<file path="src/rtl/serial_sub_ctrl.sv">
// Bit-serial a - b (LSB first) over one shared full-subtractor cell; optional ovf via SERIAL_SUB_OVF_EN.
// Latency: done pulses WIDTH cycles after the accept edge; next accept no earlier than WIDTH+2.
// Backpressure: start is only sampled in IDLE, ignored while busy, never queued.
module serial_sub_ctrl #(
  parameter int WIDTH = 8
) (
  input  logic             clk,
  input  logic             rst_n,
  input  logic             start,
  input  logic [WIDTH-1:0] a,
  input  logic [WIDTH-1:0] b,
  output logic             busy,
  output logic             done,
  output logic [WIDTH-1:0] diff,
  output logic             borrow_out
`ifdef SERIAL_SUB_OVF_EN
  ,
  output logic             ovf
`endif
);

  localparam int CW = $clog2(WIDTH + 1);

  typedef enum logic [1:0] {
    IDLE = 2'd0,
    RUN  = 2'd1,
    DONE = 2'd2
  } state_t;

  state_t           state;
  logic [WIDTH-1:0] ar_sh;
  logic [WIDTH-1:0] b_sh;
  logic             br;
  logic [CW-1:0]    cnt;

  logic a0, b0;
  logic hs1_d, hs1_b;
  logic d, hs2_b;
  logic br_nxt;
  logic last_bit;
  logic [WIDTH-1:0] ar_nxt;

  assign a0 = ar_sh[0];
  assign b0 = b_sh[0];

  // Two half-subtractor cells plus a borrow OR form the shared full subtractor.
  assign hs1_d  = a0 ^ b0;
  assign hs1_b  = ~a0 & b0;
  assign d      = hs1_d ^ br;
  assign hs2_b  = ~hs1_d & br;
  assign br_nxt = hs1_b | hs2_b;

  assign last_bit = (cnt == CW'(WIDTH - 1));

  // Minuend bits leave at the LSB while difference bits enter at the MSB, so
  // after WIDTH shifts this register holds the full result.
  generate
    if (WIDTH == 1) begin : g_w1
      assign ar_nxt = d;
    end else begin : g_wn
      assign ar_nxt = {d, ar_sh[WIDTH-1:1]};
    end
  endgenerate

  always_ff @(posedge clk or negedge rst_n) begin
    if (!rst_n) begin
      state      <= IDLE;
      ar_sh      <= '0;
      b_sh       <= '0;
      br         <= 1'b0;
      cnt        <= '0;
      busy       <= 1'b0;
      done       <= 1'b0;
      diff       <= '0;
      borrow_out <= 1'b0;
`ifdef SERIAL_SUB_OVF_EN
      ovf        <= 1'b0;
`endif
    end else begin
      case (state)
        IDLE: begin
          done <= 1'b0;
          if (start) begin
            ar_sh <= a;
            b_sh  <= b;
            br    <= 1'b0;
            cnt   <= '0;
            busy  <= 1'b1;
            state <= RUN;
          end
        end
        RUN: begin
          ar_sh <= ar_nxt;
          b_sh  <= b_sh >> 1;
          br    <= br_nxt;
          cnt   <= cnt + CW'(1);
          if (last_bit) begin
            state      <= DONE;
            done       <= 1'b1;
            diff       <= ar_nxt;
            borrow_out <= br_nxt;
`ifdef SERIAL_SUB_OVF_EN
            // On the last bit a0/b0 are the operand sign bits and d is the result sign.
            ovf        <= (a0 ^ b0) & (a0 ^ d);
`endif
          end
        end
        DONE: begin
          done  <= 1'b0;
          busy  <= 1'b0;
          state <= IDLE;
        end
        default: begin
          state <= IDLE;
          busy  <= 1'b0;
          done  <= 1'b0;
        end
      endcase
    end
  end

endmodule

</file>
<file path="config.mk">
export PLATFORM = sky130hd
export DESIGN_NAME = serial_sub_ctrl
export DESIGN_NICKNAME = d
export VERILOG_FILES = /design/src/rtl/serial_sub_ctrl.sv
export SDC_FILE = /design/constraint.sdc
export NUM_CORES = 1
export LEC_CHECK = 0
export ABC_AREA = 0
export CORE_MARGIN = 10
export CORE_UTILIZATION = 54
export CTS_BUF_LIST = sky130_fd_sc_hd__clkbuf_16
export DETAILED_ROUTE_END_ITERATION = 12
export PLACE_DENSITY = 0.81
export SETUP_SLACK_MARGIN = 0.4
export SLEW_MARGIN = 20
export SYNTH_ARGS = -nofsm -noshare
export SYNTH_HDL_FRONTEND = slang
export SYNTH_SLANG_ARGS = --single-unit
</file>
<file path="constraint.sdc">
create_clock -name clk -period 4.3 [get_ports clk]
set_input_delay 0.645 -clock clk [delete_from_list [all_inputs] [get_ports clk]]
set_output_delay 0.645 -clock clk [all_outputs]
set_load 0.01 [all_outputs]
</file>
; ---- Yosys cells after proc, flatten, opt, wreduce, memory -nomap -nowiden
; Index checks and enable logic that the tools add are counted.
[word_totals]
mem_bits_ro = 0
wordCells = 43
mem_count = 0
input_bits = 19
ram_bits = 0
latchBits = 0
register_bits = 34
[op_classes]
bitwise = 8
n_addsub = 1
mux = 15
mul = 0
n_div = 0
n_shift = 0
magnitude_cmp = 0
eq_ne = 4
reduce_logical = 6
[op_table]
columns = op, count
row1 = $pmux W8 S2, 2
row2 = $mux W8, 2
row3 = $pmux W4 S2, 1
row4 = $reduce_and A2 Y1, 4
row5 = $add A4 B1 Y4 const B, 1
row6 = $eq A4 B3 Y1 const B, 1
row7 = $mux W1, 4
row8 = $mux W2, 2
row9 = $mux W4, 1
row10 = $ne A2 B2 Y1 const B, 2
row11 = $pmux W1 S2, 2
row12 = $pmux W2 S2, 1
row13 = $not A1 Y1, 3
row14 = $and A1 B1 Y1, 2
row15 = $eq A2 B1 Y1 const B, 1
row16 = $logic_not A2 Y1, 1
row17 = $reduce_bool A2 Y1, 1
row18 = $xor A1 B1 Y1, 2
row19 = $or A1 B1 Y1, 1

; ---- Depth between registers and ports, before layout
[logic_depth]
word_depth = 5
mapped_depth = 4

; ---- Least setup slack after synthesis
; OpenSTA, ideal clock, no wires.
[synth_timing]
kind = input -> register
startpoint = in start
endpoint = reg cnt[3]
setup_time_ns = 0.116
arrival_ns = 1.313
path_slack_ns = 2.871
path_stages = 4
path_buffers = 1
cell_sequence = buf_2 -> o21bai_1 -> nand2_1 -> o311ai_0
[synth_between]
elab_chain_len = 2
[synth_rtl]
columns = item, line_no
row1 = "start, declared", 9  ; input logic start,
row2 = $ne A2 B2 Y1 (no source line), -
row3 = $reduce_and A2 Y1 (no source line), -
row4 = "end signal, assigned", 96  ; cnt <= cnt + CW'(1);
row5 = "end, declared", 34  ; logic [CW-1:0] cnt;
; No other way between the ends.
; A chain may end at the register's enable or synchronous reset.

; ---- Worst setup path in the final report
[layout_timing]
startpoint = in start
endpoint = reg b_sh[0]
[layout_between]
elab_chain_len = 2
[layout_rtl]
columns = item, line_no
row1 = $ne A2 B2 Y1 (no source line), -
row2 = $reduce_and A2 Y1 (no source line), -
row3 = "end signal, assigned", 94  ; b_sh <= b_sh >> 1;
row4 = "end, declared", 32  ; logic [WIDTH-1:0] b_sh;
; No other way between the ends.

==> flow_summary_export.csv <==
group,metric,value,unit
outcome,status,"finished, final reports clean",
floorplanning,fp-row-count,19,
pwr,p_comb_share,35.7,%
synth,synthSimpleGateAreaFrac,11.8,%
critical_path,path_delay_family,"buffers and inverters",
critical_path,cp_slowest_cell,"clkdlybuf4s50_1",
routing,wl_met2,1680,um
global_routing,grt_usage,14.1,%
synth,synth_area_per_cell,11.0,um^2
place,dp_hpwl,2420,um
floorplanning,core-area,0.00273,mm^2
sta,period_share,59.0,%
pwr,p_leak,0.834,nW
clock_network,postCtsHoldBufs,0,
pwr,p_int,957,uW
flow_run,drv_cap,0,
routing,maxUsedRoutingLayer,"met4",
critical_path,arrival,2.72,ns
floorplanning,ioPinCount,30,
clock_network,clock_latency,0.27,ns
pwr,p_switching,507,uW
worst_hold_path,hold_start,"b_sh[2]",
worst_hold_path,min_path_cells,2,
sta,fin_crit,2.54,ns
routing,wl_met1,1530,um
place,port_buffers,29,
global_routing,grt_pass1_wl,5950,um
clock_network,cts_root_buf,"clkbuf_16",
critical_path,r2r_cells,3,
finish,fillers,191,
critical_path,reg2reg_to,"b_sh[0]",
synth,synthAdderAreaFrac,2.11,%
routing,firstDrtPassIters,4,
pwr,power_frac_seq,41.6,%
sta,finalMaxSlewViolations,0,
sta,worst_slew_pin_slew,0.965,ns
clock_network,cts.clk_slew.worst_paths,0.05,ns
sta,setup-violations-final,0,
sta,finClkSkew,0.00307,ns
clock_network,clkSinkCount,34,
finish,area_growth,28.8,%
synth,synth_top_family_by_area,"compound AO/OA/AOI/OAI gates",
pwr,clockPowerShare,22.7,%
synth,ys_warn_count,0,
finish,final_cell_mix,"dfrtp_1, clkdlybuf4s50_1, o21ai_0",
synth,syn-num-nets,161,
critical_path,rr_startpoint,"state[1]",
critical_path,criticalPathCategory,"in -> reg",
synth,synth_xor_area_share,0,%
sta,relSlewSlack,35.5,%
floorplanning,fp.dieW,73.5,um
sta,tns,0,ns
pwr,switching_share,34.7,%
sta,hold_viol,0,
synth,yosysUniqueCellTypes,22,
routing,drtAntennaViolNets,0,
critical_path,required,4.48,ns
pwr,power_density,737,mW/mm^2
finish,final_nets,191,
pwr,peakVddDrop,0.560,mV
critical_path,crit_path_start_kind,"input pin",
floorplanning,fp.dieH,73.5,um
critical_path,critPathCaptureType,"flop",
pwr,power,1.46,mW
critical_path,cp.buffers_inverters,1,
routing,wl_met3,368,um
place,place.gp.congestion,0.709,
routing,drc_errors,0,
global_routing,grt_max_degree,35,
finish,drive_above_1_share,11.1,%
clock_network,max-clock-path-buffers,2,
sta,rsz0062_at_grt,"false",
synth,yosysSeqAreaShare,55.2,%
floorplanning,start_util,56.4,%
critical_path,cp_cell_sequence,"clkdlybuf4s50_1 > nor2b_1 > a2bb2oi_1 > o21ai_0",
global_routing,grt_pass1_vias,1201,
routing,dr.first_iter.drc_count,129,
routing,avgRoutedWirePerCell,17.8,um
synth,synthCells,140,
clock_network,ctsResizeCount,0,
routing,num_vias,1174,
finish,n_antenna_cell,0,
synth,synth_area,0.00154,mm^2
critical_path,rrSetupSlack,2.30,ns
synth,yosys-mux-area-fraction,7.22,%
clock_network,postCtsSetupRepairBufs,0,
critical_path,slowest_delay,0.85,ns
critical_path,crit_fanout,17,
global_routing,grt_overflow_total,0,
sta,fmax,394,MHz
clock_network,tritoncts,"done",
synth,ys_ff_latch,34,
synth,synth-compound-area-share,20.9,%
global_routing,antenna_found_initial,0,
finish,layout_commonest_cell,"dfrtp_1",
worst_hold_path,min_to,"b_sh[2]",
floorplanning,dieArea,0.00539,mm^2
worst_hold_path,hp-class,"reg -> reg",
routing,wl,3600,um
clock_network,cts_buffers,5,
routing,vias_per_cell,5.81,
clock_network,cts_max_level,2,
cell families (layout without fill, tap and decap cells):
kind of cell               count (synthesis)  in the layout
AOI/OAI and AO/OA                         53             53
DFF                                       34             34
and+or+nand+nor                           31             31
muxes                                     10             10
buffers and inverters                     10             41
adders and majority gates                  2              2
flip-flops by register name, indices dropped and copies added, names as in the netlist:
register    cells
busy            1
borrow_out      1
b_sh            8
cnt             4
br              1
diff            8
done            1
state           2
ar_sh           8
worst max-delay path by stage:
stage,startpoint,to,slack [ns],depth (start not counted)
2_1_floorplan,start,cnt[3],2.87,4
3_3_place_gp,start,ar_sh[1],1.64,4
3_5_place_dp,start,ar_sh[6],1.52,4
4_1_cts,start,b_sh[0],1.77,4
5_1_grt,start,ar_sh[0],1.58,4
6_report,start,b_sh[0],1.76,4
synth_stat cells:
master | number | area share [%]
o21ai_0 | 18 | 5.8
a2bb2oi_1 | 1 | 0.57
nand2_1 | 7 | 1.7
dfrtp_1 | 34 | 55
clkbuf_1 | 2 | 0.49
nor3_4 | 1 | 1.1
a22oi_1 | 15 | 7.3
fa_1 | 1 | 1.3
nand2b_4 | 1 | 0.89
nor2_1 | 4 | 0.97
mux2i_1 | 1 | 0.65
nor2b_1 | 16 | 6.5
o311ai_0 | 1 | 0.57
mux2_2 | 9 | 6.6
o21a_1 | 1 | 0.49
a22o_1 | 2 | 1.1
inv_1 | 3 | 0.73
o21bai_1 | 1 | 0.49
buf_2 | 5 | 1.6
nand3_1 | 2 | 0.65
a21oi_1 | 14 | 4.5
ha_1 | 1 | 0.81
tightest hold or removal path, cell delays in order (launching register included):
cell and delay [ns]:
dfrtp_1 0.34, nand2_1 0.05, o21ai_0 0.07
power by group through the flow:
stage	clock network [mW]	registers, mW	logic, mW
3_5_place_dp	0	0.612	0.522
6_report	0.332	0.609	0.523
3_3_place_gp	0	0.601	0.502
4_1_cts	0.338	0.609	0.526
2_1_floorplan	0	0.575	0.343
5_1_grt	0.354	0.634	0.584
cell type report:
type | instances | area, um^2 | area share, %
sequential | 34 | 851 | 42.8
tap | 31 | 38.8 | 1.95
timing repair buffer | 30 | 298 | 15.0
inverter | 3 | 11.3 | 0.567
multi-input combinational | 96 | 651 | 32.7
clock inverter | 3 | 12.5 | 0.630
clock buffer | 5 | 125 | 6.30
layer usage:
layer / track usage [%] / vias to the layer above
li1: - / 564
met1: 17.1 / 568
met2: 20.6 / 38
met3: 6.86 / 4
met4: 5.80 / 0
met5: 0 / -
per-stage QoR:
| stage | util, % | hold WS [ns] | cells | setup WS [ns] | area, um^2 |
|---|---|---|---|---|---|
| after floorplan | - | 0.349 | 140 | 2.87 | 1540 |
| after global placement | 67.6 | 0.467 | 194 | 1.64 | 1850 |
| after detailed placement | 67.6 | 0.493 | 194 | 1.52 | 1850 |
| after CTS | 72.6 | 0.506 | 202 | 1.77 | 1980 |
| after global routing | 72.7 | 0.516 | 202 | 1.58 | 1990 |
| final | 72.7 | 0.497 | 202 | 1.76 | 1990 |
(Power assumes the default switching activity.)
